`src/rtl/iterative_barrel_shifter.sv`:
```
// Iterative logical left shifter: one power-of-two stage per clock,
// operand in and result out over valid/ready handshakes.

module singleBarrelShifter #(
  parameter int nBits   = 8,
  parameter int nShifts = 1
) (
  input  logic [nBits-1:0] in_data,
  input  logic             shift,
  output logic [nBits-1:0] out_data
);

  localparam int Dist = 1 << (nShifts - 1);

  assign out_data = shift ? (in_data << Dist) : in_data;

endmodule

module iterative_barrel_shifter #(
  parameter int nBits   = 8,
  parameter int nStages = 3
) (
  input  logic               clk,
  input  logic               reset,
  input  logic               in_valid,
  output logic               in_ready,
  input  logic [nBits-1:0]   in_data,
  input  logic [nStages-1:0] in_amount,
  output logic               out_valid,
  input  logic               out_ready,
  output logic [nBits-1:0]   out_data
);

  localparam int KW = (nStages > 1) ? $clog2(nStages) : 1;
  localparam logic [KW-1:0] KLast = KW'(nStages - 1);

  typedef enum logic [1:0] {
    IDLE,
    SHIFT,
    DONE
  } state_t;

  state_t             state, state_n;
  logic [nBits-1:0]   data_r, data_n;
  logic [nStages-1:0] amt_r, amt_n;
  logic [KW-1:0]      k, k_n;
  logic [nBits-1:0]   stage_out [nStages];

  // Stage g shifts by 2^g; only the one picked by k is used each cycle.
  for (genvar g = 0; g < nStages; g++) begin : g_stage
    singleBarrelShifter #(
      .nBits   (nBits),
      .nShifts (g + 1)
    ) u_stage (
      .in_data  (data_r),
      .shift    (amt_r[g]),
      .out_data (stage_out[g])
    );
  end

  always_ff @(posedge clk) begin
    if (reset) begin
      state  <= IDLE;
      data_r <= '0;
      amt_r  <= '0;
      k      <= '0;
    end else begin
      state  <= state_n;
      data_r <= data_n;
      amt_r  <= amt_n;
      k      <= k_n;
    end
  end

  always_comb begin
    state_n = state;
    data_n  = data_r;
    amt_n   = amt_r;
    k_n     = k;
    unique case (state)
      IDLE: begin
        if (in_valid) begin
          data_n  = in_data;
          amt_n   = in_amount;
          k_n     = '0;
          state_n = SHIFT;
        end
      end
      SHIFT: begin
        data_n = stage_out[k];
        if (k == KLast) begin
          state_n = DONE;
        end else begin
          k_n = k + KW'(1);
        end
      end
      DONE: begin
        if (out_ready) begin
          state_n = IDLE;
        end
      end
      default: state_n = IDLE;
    endcase
  end

  assign in_ready  = (state == IDLE);
  assign out_valid = (state == DONE);
  assign out_data  = data_r;

endmodule

```
`config.mk`:
```
export PLATFORM = sky130hd
export DESIGN_NAME = iterative_barrel_shifter
export DESIGN_NICKNAME = d
export VERILOG_FILES = /design/src/rtl/iterative_barrel_shifter.sv
export SDC_FILE = /design/constraint.sdc
export NUM_CORES = 1
export LEC_CHECK = 0
export ABC_AREA = 1
export CAP_MARGIN = 5
export CORE_ASPECT_RATIO = 0.75
export CORE_MARGIN = 2
export CORE_UTILIZATION = 47
export DETAILED_ROUTE_END_ITERATION = 10
export PLACE_DENSITY = 0.89
export SYNTH_ARGS = -nofsm -noshare
export SYNTH_HDL_FRONTEND = slang
export SYNTH_SLANG_ARGS = --single-unit
```
`constraint.sdc`:
```
create_clock -name clk -period 2.1 [get_ports clk]
set_clock_uncertainty 0.05 [all_clocks]
set_input_delay 0.525 -clock clk [delete_from_list [all_inputs] [get_ports clk]]
set_output_delay 0.525 -clock clk [all_outputs]
set_load 0.01 [all_outputs]
```
### Word-level counts from Yosys, hierarchy flattened

Cells that the tools add are included.

| storage, ports and cells | value |
|---|---|
| bits in latches | 0 |
| register bits after elaboration | 15 |
| output and inout port bits | 10 |
| logic and storage cells | 35 |
| memories kept | 0 |
| input port bits | 15 |
| memory bits (writable) | 0 |
| bits in read-only memories | 0 |

| operators by class | value |
|---|---|
| $lt $le $gt $ge | 1 |
| shift operators | 0 |
| divide/modulo/power cells | 0 |
| reductions and logical operators | 6 |
| equal/unequal tests | 7 |
| bitwise logic cells | 1 |
| multiply operators | 0 |
| muxes and demuxes | 15 |
| add/subtract/negate cells | 1 |

Operators by type and width:

| kind | number |
|---|---|
| $mux 8 | 6 |
| $bmux 8 s2 | 1 |
| $pmux 8 s2 | 1 |
| $mux 2 | 5 |
| $ne 2x2->1 const B | 3 |
| $pmux 2 s3 | 1 |
| $reduce_and 3->1 | 2 |
| $eq 2x2->1 const B | 2 |
| $pmux 2 s2 | 1 |
| $reduce_and 2->1 | 2 |
| $ge 3x3->1 const B | 1 |
| $not 2->3 | 1 |
| $add 2x1->2 const B | 1 |
| $eq 2x1->1 const B | 1 |
| $logic_not 2->1 | 1 |
| $ne 2x1->1 const B | 1 |
| $reduce_bool 2->1 | 1 |

### Depth between registers and ports, before layout

| logic depth | value |
|---|---|
| word-level depth | 5 |
| mapped depth | 11 |
| gate-level depth less buffers | 10 |

### Cells and area by module

From an unflattened synthesis, not the netlist that was laid out.

| second synthesis, totals | value |
|---|---|
| cells, all modules | 239 |
| area total of the unflattened synthesis | 1277.5 um2 |

Modules (own cells, without submodules):

| module | cells each | seq. area each (um2) | times used | area an instance (um2) |
|---|---|---|---|---|
| iterative_barrel_shifter | 168 | 300.3 | 1 | 988.4 |
| singleBarrelShifter (g_stage[0].u_stage) | 25 | 0.0 | 1 | 101.3 |
| singleBarrelShifter (g_stage[1].u_stage) | 24 | 0.0 | 1 | 97.6 |
| singleBarrelShifter (g_stage[2].u_stage) | 22 | 0.0 | 1 | 90.1 |

### Least setup slack after synthesis

OpenSTA, ideal clock, no wires.

| path | value |
|---|---|
| path type | reg2reg |
| from | register k[0] |
| to | register data_r[4] (netlist: out_data[4]) |
| buffers on the path | 1 |
| setup slack | 563 ps |
| required time | 1939 ps |
| arrival | 1376 ps |
| cell stages (with the launch flop) | 12 |
| library setup time | 111 ps |
| cells stage by stage | dfxtp_1 > buf_2 > inv_2 > ha_1 > inv_1 > nor2_1 > nor2_1 > nand2_2 > nand2_2 > inv_2 > nor2_1 > nor2_1 |

| on the way | value |
|---|---|
| cells in the longest elaborated chain, start to end | 5 |

RTL lines:

| item | line | text |
|---|---|---|
| start, declared | 46 | `logic [KW-1:0] k, k_n;` |
| start signal, assigned | 71 | `k <= k_n;` |
| $not 2->3 (not written as such) | 90 | `data_n = stage_out[k];` |
| $bmux 8 s2 | 90 |  |
| $mux 8 (not written as such) (2 in a row) | 90 |  |
| $pmux 8 s2 | 80 | `unique case (state)` |
| end signal, assigned | 69 | `data_r <= data_n;` |
| end, declared | 44 | `logic [nBits-1:0] data_r, data_n;` |

Every way passes these cells. The select of a mux whose other input is x is not followed.
A chain may end at the register's enable or synchronous reset.

### Final worst setup path

| path | value |
|---|---|
| from | register state[1] |
| to | output port out_valid |

| on the way | value |
|---|---|
| cells in the longest elaborated chain, start to end | 1 |

RTL lines:

| item | line | text |
|---|---|---|
| start, declared | 43 | `state_t state, state_n;` |
| start signal, assigned | 68 | `state <= state_n;` |
| $eq 2x2->1 | 107 | `assign out_valid = (state == DONE);` |
| end, declared | 29 | `output logic out_valid,` |

Every way passes these cells.

==> results.sh <==
export IMPL_r2r_worst_path_cells=9
export IMPL_drc_errors=0
export IMPL_synth_area_leaders="dfxtp_1 (32%), nand2_1 (18%), nor2_1 (9.2%)"
export IMPL_vias_per_cell=5.228
export IMPL_slew_limit_headroom_pct=69.62
export IMPL_end_kind="primary output"
export IMPL_ant_nets=0
export IMPL_yosysTopAreaCellShare_pct=32.17
export IMPL_core_area_um2=1805
export IMPL_drt_met1_wl_um=1037
export IMPL_synth_top_family_by_area="simple AND/OR/NAND/NOR gates"
export IMPL_wl_met3_um=169
export IMPL_syn2layout_area_growth_pct=31.37
export IMPL_clockRootBuffer="clkbuf_4"
export IMPL_antenna_found_initial=0
export IMPL_synth_xor_area_share_pct=0
export IMPL_power_share_sequential_pct=46.5
export IMPL_endpoint="out_valid"
export IMPL_start_kind="register"
export IMPL_cts_htree_levels=1
export IMPL_yosys_warnings=0
export IMPL_wl_met2_um=1162
export IMPL_cts_tree="built"
export IMPL_hold_viol=0
export IMPL_fin_ws_ns=0.08596
export IMPL_ir_drop_v=0.0004267
export IMPL_port_buffers=24
export IMPL_drive_gt1_share_pct=10.86
export IMPL_grt_use_total_pct=22.27
export IMPL_fillers=158
export IMPL_ys_seq_elements=15
export IMPL_synth_compound_area_share_pct=10.05
export IMPL_grt_setup_unrepaired="false"
export IMPL_hp_class="reg -> reg"
export IMPL_synthMuxAreaShare_pct=0
export IMPL_postCtsSetupBuffers=0
export IMPL_place_detailed_hpwl_um=1881
export IMPL_fp_dieH_um=42.60
export IMPL_die_area_um2=2362
export IMPL_min_delay_start="amt_r[2]"
export IMPL_grt_start_max_net_pins=14
export IMPL_power_density_nw_per_um2=595.5
export IMPL_power_leakage_uw=0.0005631
export IMPL_rrSetupSlack_ns=0.46
export IMPL_crit_arrival_ns=1.44
export IMPL_tightestPinTransition_ns=0.4546
export IMPL_diodes=0
export IMPL_ys_seq_area_share_pct=32.17
export IMPL_p_sw_share_pct=32.94
export IMPL_synth_edff_count=0
export IMPL_start_util_pct=51.70
export IMPL_num_io_pins=25
export IMPL_clock_path_buffers=2
export IMPL_crit_fanout=3
export IMPL_period_needed_ns=2.014
export IMPL_final_common_cell="nand2_1"
export IMPL_status="completed"
export IMPL_clock_fmax_ghz=0.4965
export IMPL_p_int_uw=489.6
export IMPL_final_cell_mix="nand2_1 (44), clkdlybuf4s50_1 (24), nor2_1 (23), nand3_1 (15), dfxtp_1 (15)"
export IMPL_die_w_um=55.46
export IMPL_first_pass_iters=4
export IMPL_setup_tns_final_ns=0
export IMPL_clkLatencyLatePin_ns=0.29
export IMPL_path_class="reg -> out"
export IMPL_wirelength_um=2399
export IMPL_clockPowerShare_pct=23.3
export IMPL_overflow=0
export IMPL_highest_layer="met4"
export IMPL_dp_slack_ns=0.1988
export IMPL_wl_per_cell_um=12.18
export IMPL_maxCapViolCount=0
export IMPL_nets=194
export IMPL_p_comb_share_pct=30.2
export IMPL_min_period_over_period_pct=95.91
export IMPL_rows=13
export IMPL_syn_inst=147
export IMPL_synthesis_nets=165
export IMPL_synthAdderAreaFrac_pct=4.021
export IMPL_cts_buffers=3
export IMPL_maxSlewViolCount=0
export IMPL_netlist_top_cell_by_area="dfxtp_1"
export IMPL_cts_clk_slew_worst_paths_ns=0.09
export IMPL_synth_cell_types=21
export IMPL_synth_area_per_cell_um2=6.350
export IMPL_synth_flop_cell="dfxtp_1"
export IMPL_drt_initial_drc_count=50
export IMPL_cts_sinks=15
export IMPL_synth_simple_area_share_pct=44.37
export IMPL_cts_hold_buf=0
export IMPL_r2r_start="k[1]"
export IMPL_crit_required_ns=1.52
export IMPL_switchingPower_uw=240.5
export IMPL_worstSetupStartpoint="state[1]"
export IMPL_gp_congestion=0.9235
export IMPL_synth_area_um2=933.4
export IMPL_r2r_end="out_data[6]"
export IMPL_grt_pass1_wl_um=3995
export IMPL_grt_pass1_vias=892
export IMPL_vias=1030
export IMPL_setup_violations=0
export IMPL_async_reset_ff_share_pct=0
export IMPL_p_total_uw=730.2
export IMPL_post_cts_resized=0
[cell families after synthesis]
| family | Yosys count |
|---|---|
| simple gates | 93 |
| fa+ha+maj | 3 |
| flops | 15 |
| compound gates | 16 |
| buf+inv | 20 |
[state kept, by name, summed over array words and instances (netlist names)]
signal / flops
state: 2
out_data: 8
amt_r: 3
k: 2
[layer usage]
metal	vias to the layer above	GRT usage [%]
li1	517	-
met1	471	25.93
met2	38	39.76
met3	4	5.864
met4	0	7.317
met5	-	0
[cell type report]
cell class / count / area, um2 / share of cell area (%)
timing repair buffer: 27 / 262.8 / 21.43
tap: 22 / 27.53 / 2.245
multi-input combinational: 112 / 545.5 / 44.49
sequential: 15 / 300.3 / 24.49
clock buffer: 4 / 26.28 / 2.143
inverter: 17 / 63.81 / 5.204
[worst max-delay path, cell delays in order, from the launching register on]
cell,delay [ns]
dfxtp_1,0.40
inv_1,0.08
nor2_1,0.12
clkdlybuf4s50_1,0.56
[through the flow]
step | area [um2] | utilization (%) | hold slack (ns) | instances
global placement | 1200 | 66.46 | 0.4509 | 193
CTS | 1226 | 67.91 | 0.4738 | 197
global route | 1226 | 67.91 | 0.4937 | 197
detailed placement | 1200 | 66.46 | 0.4607 | 193
finish | 1226 | 67.91 | 0.4673 | 197
floorplan | 933.4 | - | 0.4260 | 147
[synth_stat cells, drive strengths merged, types with 3 or more instances]
library cell	number
a21oi	6
buf	3
dfxtp	15
ha	3
inv	16
nand2	46
nand3	15
nand3b	4
nor2	28
o21ai	6
o21bai	3
[worst min-delay path by stage]
stage | end | cells past startpoint
finish | amt_r[2] | 2
global route | amt_r[2] | 2
CTS | amt_r[2] | 2
detailed placement | amt_r[2] | 2
global placement | amt_r[2] | 2
floorplan | amt_r[2] | 2
[power groups by stage]
stage                     Combinational, uW  Sequential [uW]  Clock (uW)
after floorplan                         124              345           0
after global routing                    244              343         186
final                                   221              339         170
after detailed placement                219              345           0
after global placement                  212              344           0
after CTS                               220              339         174
Note: power is estimated with default switching activity, not from simulation.
==> patch, RTL diff (config.mk and constraints unchanged) <==
Take the reset off `data_r` and load it in a clocked block of its own.
--- a/src/rtl/iterative_barrel_shifter.sv
+++ b/src/rtl/iterative_barrel_shifter.sv
@@ -61,15 +61,17 @@
   always_ff @(posedge clk) begin
     if (reset) begin
       state  <= IDLE;
-      data_r <= '0;
       amt_r  <= '0;
       k      <= '0;
     end else begin
       state  <= state_n;
-      data_r <= data_n;
       amt_r  <= amt_n;
       k      <= k_n;
     end
+  end
+
+  always_ff @(posedge clk) begin
+    data_r <= data_n;
   end
 
   always_comb begin
Behaviour: not the same (Yosys sat finds a counterexample within 4 cycles, from zero or initial values and one cycle with reset high).
==> patch against the unedited design <==
- wire length decreased by 15%
- power increased by 7.9%
- first-iteration DRC count decreased by 2.0%
- sequential share of layout area increased by 8.4 points
- global-route usage decreased by 0.74 points
- setup slack improved by 19 ps
- sequential cell count unchanged
- synthesized cell count decreased by 18%
- final area decreased by 5.7%
- area after synthesis decreased by 6.3%
- combinational power increased by 5%
- highest routed layer unchanged
==> patch: results <==
# TYPE chip_impl_metric gauge
chip_impl_metric{name="dp.final_hpwl",unit="um"} 1490
chip_impl_metric{name="timing.critical_path.arrival",unit="ps"} 1420
chip_impl_metric{name="ir_drop",unit="mV"} 0.396
chip_impl_metric{name="yosysUniqueCellTypes",unit=""} 17
chip_impl_metric{name="drt_wl_total",unit="um"} 2050
chip_impl_metric{name="grt_first_pass_wirelength",unit="um"} 3230
chip_impl_metric{name="maximum_number_of_pins_on_one_net_before_global_route_repair",unit=""} 13
chip_impl_metric{name="number_of_search_and_repair_iterations_in_the_first_detailed_routing_pass",unit=""} 5
chip_impl_metric{name="gr-usage-all-layers",unit="%"} 21.5
chip_impl_metric{name="num-nets-final",unit=""} 165
chip_impl_metric{name="placed_area",unit="um^2"} 1130
chip_impl_metric{name="gpl.final_weighted_congestion",unit=""} 0.817
chip_impl_metric{name="post_route_cells_drive_above_1_share",unit="%"} 10.3
chip_impl_info{name="outcome",value="completed"} 1
chip_impl_metric{name="synth_enable_flop_cells",unit=""} 8
chip_impl_info{name="yosys.area.top_type",value="edfxtp_1"} 1
chip_impl_metric{name="yosysSeqAreaShare",unit="%"} 43.5
chip_impl_metric{name="cellLeakagePower",unit="nW"} 0.504
chip_impl_metric{name="crit_path_max_fanout",unit=""} 3
chip_impl_info{name="synth_common_cells",value="nand2_1, nand3_1, nor2_1, inv_1, edfxtp_1"} 1
chip_impl_info{name="ys_top_cells_by_area",value="edfxtp_1, dfxtp_1, nand3_1, nand2_1, nor2_1"} 1
chip_impl_metric{name="preCtsSetupSlack",unit="ps"} 255
chip_impl_metric{name="drt_first_iter_violations",unit=""} 49
chip_impl_metric{name="slew_headroom",unit="%"} 76.9
chip_impl_metric{name="first_global_vias",unit=""} 741
chip_impl_metric{name="drt-vias-per-instance",unit=""} 5.30
chip_impl_metric{name="synth_fp_nets",unit=""} 138
-- patch: changes by cell type in the layout (fill, tap and decap cells not counted), sizes merged, moves of 2 or more --
cell,change
dfxtp,-8
nor2,-10
nand2,-12
inv,-3
edfxtp,+8
a21oi,-2
buf,-2
nand3,+10
o21ai,-2
o21bai,-3
nand3b,-3
-- patch: where the power goes --
part	internal, mW	switching (mW)
clock	0.0708	0.0940
combinational	0.110	0.123
sequential	0.351	0.0388
total	0.532	0.256
-- patch: path summary, 6_finish.rpt --
check	from	to	slack [ps]	cells after the start
hold / removal	amt_r[0]	amt_r[0]	550	2
setup reg to reg	k[1]	out_data[5]	350	5
hold reg to reg	amt_r[0]	amt_r[0]	550	2
setup / recovery	state[1]	out_valid	100	3
-- patch: logic make-up (layout without fill, tap and decap cells) --
| kind of cell | count (synthesis) | in the layout | share of synthesized area, % |
|---|---|---|---|
| AOI/OAI and AO/OA | 8 | 8 | 5.01 |
| adders and majority gates | 3 | 3 | 4.29 |
| buffers and inverters | 16 | 42 | 8.01 |
| DFF | 15 | 15 | 43.5 |
| and+or+nand+nor | 78 | 78 | 39.2 |
-- patch: metal layers --
metal	track usage (%)	share of wire, %
met1	27.1	45
met2	34.8	44
met3	6.79	10
met4	8.97	0.98
met5	0	0
-- patch: through the flow --
stage	power, mW	utilization, %	cells
floorplan	0.522	-	120
global placement	0.617	64.8	164
detailed placement	0.624	64.8	164
CTS	0.789	66.4	168
global route	0.841	66.4	168
finish	0.788	66.4	168
-- patch: final cells by class --
cell class                 count  area [um^2]  area share (%)
clock inverter                 1         5.00           0.433
inverter                      13         48.8            4.22
multi-input combinational     89          424            36.7
sequential                    15          380            32.9
clock buffer                   3         22.5            1.95
tap                           22         27.5            2.38
timing repair buffer          25          248            21.4
